$ cat src/rtl/darkfetch.sv
// Instruction prefetch unit: issues pipelined darkbus word reads, buffers the
// returned words with their addresses in a small FIFO, and serves the core.
module darkfetch #(
  parameter logic [31:0] RESET_PC = 32'h0000_0000,
  parameter int          DEPTH    = 4
) (
  input  logic        XCLK,
  input  logic        XRES,
  output logic [31:0] BUS_ADDR,
  output logic        BUS_RW,
  output logic        BUS_EN,
  input  logic [31:0] BUS_DATA,
  input  logic        BUS_VALID,
  input  logic        FETCH_EN,
  input  logic        REDIR,
  input  logic [31:0] REDIR_PC,
  output logic [31:0] INSTR,
  output logic [31:0] INSTR_PC,
  output logic        INSTR_V,
  input  logic        INSTR_RDY
);

  localparam int          AW      = $clog2(DEPTH);
  localparam logic [31:0] PC_INIT = {RESET_PC[31:2], 2'b00};

  logic [31:0]   pc_q, pc_d;
  logic [31:0]   rsp_pc_q, rsp_pc_d;
  logic          issued_q, issued_d;
  logic [AW-1:0] rd_ptr_q, rd_ptr_d;
  logic [AW-1:0] wr_ptr_q, wr_ptr_d;
  logic [AW:0]   count_q, count_d;
  logic [31:0]   mem_data_q [DEPTH];
  logic [31:0]   mem_pc_q   [DEPTH];

  logic          issue;
  logic          cap;
  logic          pop;
  logic [AW+1:0] inflight;
  logic          unused_redir_bits;

  assign unused_redir_bits = ^REDIR_PC[1:0];

  // Occupancy uses the registered count, so a same-cycle pop never makes room
  // for a new request; the outstanding request reserves its slot.
  always_comb begin
    inflight = {1'b0, count_q} + (AW+2)'(issued_q);
    issue    = !XRES && FETCH_EN && !REDIR && (inflight < (AW+2)'(DEPTH));
    cap      = issued_q && BUS_VALID && !REDIR;
    pop      = (count_q != '0) && INSTR_RDY && !REDIR;
  end

  always_comb begin
    pc_d     = pc_q;
    rsp_pc_d = rsp_pc_q;
    issued_d = 1'b0;
    rd_ptr_d = rd_ptr_q;
    wr_ptr_d = wr_ptr_q;
    count_d  = count_q;
    if (REDIR) begin
      pc_d     = {REDIR_PC[31:2], 2'b00};
      rd_ptr_d = '0;
      wr_ptr_d = '0;
      count_d  = '0;
    end else begin
      if (issue) begin
        pc_d     = pc_q + 32'd4;
        rsp_pc_d = pc_q;
        issued_d = 1'b1;
      end
      if (cap) wr_ptr_d = wr_ptr_q + AW'(1);
      if (pop) rd_ptr_d = rd_ptr_q + AW'(1);
      case ({cap, pop})
        2'b10:   count_d = count_q + (AW+1)'(1);
        2'b01:   count_d = count_q - (AW+1)'(1);
        default: count_d = count_q;
      endcase
    end
  end

  always_ff @(posedge XCLK or posedge XRES) begin
    if (XRES) begin
      pc_q     <= PC_INIT;
      rsp_pc_q <= PC_INIT;
      issued_q <= 1'b0;
      rd_ptr_q <= '0;
      wr_ptr_q <= '0;
      count_q  <= '0;
    end else begin
      pc_q     <= pc_d;
      rsp_pc_q <= rsp_pc_d;
      issued_q <= issued_d;
      rd_ptr_q <= rd_ptr_d;
      wr_ptr_q <= wr_ptr_d;
      count_q  <= count_d;
    end
  end

  // Storage is not reset; the head is only meaningful while INSTR_V is high.
  always_ff @(posedge XCLK) begin
    if (cap) begin
      mem_data_q[wr_ptr_q] <= BUS_DATA;
      mem_pc_q[wr_ptr_q]   <= rsp_pc_q;
    end
  end

  // en stays high in the response cycle so the responder keeps driving data.
  assign BUS_ADDR = pc_q;
  assign BUS_RW   = 1'b0;
  assign BUS_EN   = issue || issued_q;
  assign INSTR_V  = (count_q != '0);
  assign INSTR    = mem_data_q[rd_ptr_q];
  assign INSTR_PC = mem_pc_q[rd_ptr_q];

endmodule

$ cat config.mk
export PLATFORM = sky130hd
export DESIGN_NAME = darkfetch
export DESIGN_NICKNAME = d
export VERILOG_FILES = /design/src/rtl/darkfetch.sv
export SDC_FILE = /design/constraint.sdc
export NUM_CORES = 1
export LEC_CHECK = 0
export BUFFER_PORTS_ARGS = -buffer_cell sky130_fd_sc_hd__buf_2
export CORE_AREA = 2 2 154 156
export DETAILED_ROUTE_END_ITERATION = 12
export DIE_AREA = 0 0 156 158
export PLACE_DENSITY = 0.77
export SLEW_MARGIN = 20
export SYNTH_ARGS = -nofsm -noshare
export SYNTH_HDL_FRONTEND = slang
export SYNTH_SLANG_ARGS = --single-unit
$ cat constraint.sdc
create_clock -name XCLK -period 7 [get_ports XCLK]
set_input_delay 2.1 -clock XCLK [delete_from_list [all_inputs] [get_ports XCLK]]
set_output_delay 2.1 -clock XCLK [all_outputs]
set_load 0.05 [all_outputs]
### Yosys cells after proc, flatten, opt, wreduce, memory -nomap -nowiden

Memories as Yosys holds them, arrays and structs flattened.
Cells that the tools add are included.

* bits in writable memories: 256
* output and inout port bits: 99
* logic and storage cells: 46
* flip-flop bits (word level): 72
* memories: 2
* bits of input ports: 70

Memory list
* mem_data_q: words 4, bits a word 32, rd ports 1, clocked after memory_dff 0, write ports 1, line 32 `logic [31:0] mem_data_q [DEPTH];`
* mem_pc_q: words 4, bits a word 32, rd ports 1, clocked after memory_dff 0, write ports 1, line 33 `logic [31:0] mem_pc_q [DEPTH];`

* add/sub/neg operators: 6
* reductions and logical operators: 16
* muxes and demuxes: 12
* bitwise logic cells: 1
* equal/unequal tests: 2
* $lt $le $gt $ge: 1

Operators by type and width (count)
* 32-bit two-way mux: 2
* 32-bit by 3-bit adder with 32-bit output (second input constant): 1
* 2-bit two-way mux: 4
* 1-bit logical AND: 7
* 3-bit one-hot mux with 2 select lines: 1
* 2-bit nonzero test: 3
* 3-bit nonzero test: 2
* 2-bit by 1-bit adder with 2-bit output (second input constant): 2
* 3-bit by 1-bit adder with 4-bit output: 1
* 4-bit by 3-bit less-than comparator with 1-bit output (second input constant): 1
* 1-bit two-way mux: 4
* 3-bit by 1-bit adder with 3-bit output (second input constant): 1
* 3-bit two-way mux: 1
* 3-bit by 1-bit subtractor with 3-bit output (second input constant): 1
* 2-bit by 1-bit == test with 1-bit output (second input constant): 1
* 2-bit == test (second input constant): 1
* 1-bit logical NOT: 2
* 2-bit AND reduction: 1
* 1-bit logical OR: 1
* 1-bit NOT: 1

### Depth between registers and ports, before layout

* depth after elaboration: 6
* depth in mapped cells: 8
* depth with buffers taken out: 8

### Worst setup path before layout

No wires, ideal clock.

* kind: input to output
* start point: in REDIR
* end point: out BUS_EN
* setup slack: 2.064 ns
* data arrival time: 2.836 ns
* required time: 4.900 ns
* path buffers: 1
* stages on the path: 3
* path through: buf_6 > nor4b_4 > or2_2

* longest elaborated chain between the ends: 4

RTL lines
* start, declared: line 15 `input logic REDIR,`
* 1-bit logical NOT: line 47 `issue = !XRES && FETCH_EN && !REDIR && (inflight < (AW+2)'(DEPTH));`
* 1-bit logical AND (2 in series): line 47
* 1-bit logical OR: line 109 `assign BUS_EN = issue || issued_q;`
* end, declared: line 11 `output logic BUS_EN,`

Every way passes these cells.

### Final worst setup path

Ends and elaborated chain as after synthesis.

==> impl_metrics.json <==
{
  "timing_worst_slew_pin_value_ps": 1050,
  "timing.critical_path.arrival_ps": 2990,
  "power.combinational.fraction_pct": 21.3,
  "number_of_setup_violations_in_the_final_report": 0,
  "grt_setup_unrepaired": "false",
  "cts-root-to-sink-buffers": 3,
  "commonest_non_fill_non_tap_cells_in_the_layout": "248 x sky130_fd_sc_hd__edfxtp_1, 161 x sky130_fd_sc_hd__buf_2, 123 x sky130_fd_sc_hd__nand2_1",
  "cp-start-kind": "input port",
  "cts_tree": "built",
  "critical-path-max-stage-delay_ps": 350,
  "critical_path.endpoint_type": "primary output",
  "drt-vias-per-instance": 5.79,
  "design.core.area_mm2": 0.0231,
  "clk_transition_reported_paths_ps": 60,
  "final_util_pct": 63.7,
  "synthFlopType": "sky130_fd_sc_hd__edfxtp_1",
  "ys.warnings.count": 0,
  "max_fclk_ghz": 0.197,
  "h-tree-depth": 2,
  "switchingPower_mw": 1.72,
  "syn_area_mm2": 0.0124,
  "p_seq_share_pct": 44.6,
  "routed_vias": 7008,
  "maxCapViolCount": 0,
  "synth-edff-count": 248,
  "detailedRoute.firstIterationViolations": 470,
  "synth_area_per_cell_um2": 17.1,
  "gp_congestion": 0.871,
  "grt-ovfl-total": 0,
  "yosysUniqueCellTypes": 50,
  "grt_antenna_before_repair": 0,
  "die_height_um": 158,
  "critical_path.max_fanout": 4,
  "setup_total_negative_slack_ps": 0,
  "clkSinkCount": 316,
  "number_of_gates_resized_after_cts": 0,
  "synthArstFlopShare_pct": 21.5,
  "min_period_ps": 5090,
  "number_of_antenna_violating_nets_in_the_routed_design": 0,
  "crit_chain": "buf_2 -> nor4b_4 -> or2_2 -> buf_2",
  "insertion_delay_ps": 500,
  "skew_ps": 12.6,
  "groute.usage.overall_pct": 19.7,
  "layout.filler_cells": 1651,
  "final_hold_vio_count": 0,
  "min_period_over_period_pct": 72.7,
  "routed_wire_length_per_instance_um": 19.9,
  "relSlewSlack_pct": 30.0,
  "insertedDiodeCount": 0,
  "postSynthRegisterBits": 316,
  "cts_hold_buffers": 0,
  "min-delay-path-class": "reg2reg",
  "maximum_number_of_pins_on_one_net_before_global_route_repair": 69,
  "number_of_buffers_added_by_the_clock_tree_synthesis_step": 34,
  "drt_drc": 0,
  "critPathMostFrequentCell": "sky130_fd_sc_hd__buf_2",
  "cp.required_ps": 4900,
  "layout.cells.most_common": "sky130_fd_sc_hd__edfxtp_1",
  "post-route-worst-setup-slack_ps": 1910,
  "die_area_mm2": 0.0246,
  "detail_route.wirelength_mm": 24.1,
  "final_net_count": 970,
  "share_of_the_yosys_chip_area_belonging_to_registers_pct": 73.7,
  "critical_path_class": "in2out",
  "first_pass_iters": 5,
  "rows": 56,
  "wire_length_of_the_first_global_routing_pass_mm": 37.5,
  "r2r_setup_slack_ps": 4620,
  "floorplan.die.width_um": 156,
  "peakVddDrop_v": 0.000233,
  "ioPinCount": 169,
  "timing.final.max_slew_violations": 0,
  "dp_worst_slack_ps": 1910,
  "post-dp-hpwl_mm": 14.1,
  "vias_in_the_first_global_route": 6898,
  "numPortBuffers": 161,
  "switching_share_pct": 31.3,
  "internal_power_mw": 3.77,
  "post_route_cells_drive_above_1_share_pct": 32.4,
  "power_per_cell_area_mw_per_mm2": 374,
  "pwr-share-clk_pct": 34.1,
  "initial_utilization_pct": 53.8,
  "clock-root-buffer": "sky130_fd_sc_hd__clkbuf_16",
  "cts_post_setup_buffers_inserted": 0,
  "synthesis.instances": 724,
  "static-leakage-power_nw": 5.43,
  "areaGrowthSynthToFinish_pct": 18.3,
  "cp_slowest_cell": "sky130_fd_sc_hd__nor4b_4",
  "run_status": "completed"
}
## layer usage
metal	track usage, %	wire length, um	up-vias	share of wire, %
li1	-	-	3157	-
met1	28.3	10500	3496	43
met2	30.7	11200	316	47
met3	4.52	2000	39	8.3
met4	5.50	390	0	1.6
met5	0	0	-	0
## worst paths after layout
check,from,cells after the start,to
hold / removal,rsp_pc_q[21],0,mem_pc_q[0][21]
setup reg to reg,BUS_ADDR[2],6,BUS_ADDR[28]
setup / recovery,REDIR,4,BUS_EN
min in group asynchronous,XRES,3,wr_ptr_q[0]
max in group asynchronous,XRES,3,rd_ptr_q[0]
hold reg to reg,rsp_pc_q[21],0,mem_pc_q[0][21]
## final cells by class
class | instances | area, um^2 | area share (%)
timing repair buffer | 168 | 858 | 5.85
sequential | 316 | 9150 | 62.4
clock buffer | 43 | 958 | 6.53
clock inverter | 19 | 240 | 1.64
multi-input combinational | 367 | 3070 | 20.9
inverter | 7 | 27.5 | 0.188
tap | 290 | 363 | 2.47
## cells in the mapped netlist (all sizes together) (7+ instances only)
cell      n  share of area, %
nor3      8              0.41
a22oi     7              0.42
dfrtp    68                14
nor2     20              0.61
a21oi     7              0.28
mux4     62                11
o21ai    17              0.69
nand2   125               3.8
edfxtp  248                60
and3      7              0.35
nand4    11              0.61
buf      18              0.87
clkbuf   20              0.61
nand3    26               1.0
and4      7              0.49
o211ai    7              0.42
## cells by family (layout without fill, tap and decap cells)
family,after synthesis,count (layout),synth area share [%]
flip-flops,316,316,73.7
AND/OR/NAND/NOR,225,225,8.68
multiplexers,64,64,11.4
AO/OA/AOI/OAI,57,57,3.07
buffers and inverters,45,237,1.69
XOR/XNOR,10,10,0.706
adder cells (fa/ha/maj),6,6,0.666
other,1,5,0.0302
## stage by stage
stage | instances | hold slack, ps | power, mW | area, um^2
2_1_floorplan | 728 | 476 | 3.37 | 12400
6_report | 1210 | 514 | 5.49 | 14700
4_1_cts | 1210 | 519 | 5.55 | 14700
5_1_grt | 1210 | 539 | 5.71 | 14700
3_3_place_gp | 1148 | 496 | 3.64 | 13500
3_5_place_dp | 1148 | 505 | 3.67 | 13500
## power groups by stage
stage	combinational [mW]	sequential, mW	clock (mW)
4_1_cts	1.18	2.45	1.92
3_5_place_dp	1.18	2.49	0
2_1_floorplan	0.951	2.42	0
6_report	1.17	2.45	1.87
5_1_grt	1.24	2.49	1.98
3_3_place_gp	1.17	2.48	0
## critical path: cells and delay by family
family,cells,cell delay [ps]
buffers and inverters,2,370
AND/OR/NAND/NOR,2,520
## state kept, by name, indices dropped and copies added (netlist names)
signal	flops
wr_ptr_q	2
mem_pc_q	120
count_q	3
rd_ptr_q	2
BUS_ADDR	30
issued_q	1
mem_data_q	128
rsp_pc_q	30
Power figures use the tool's default switching activity.
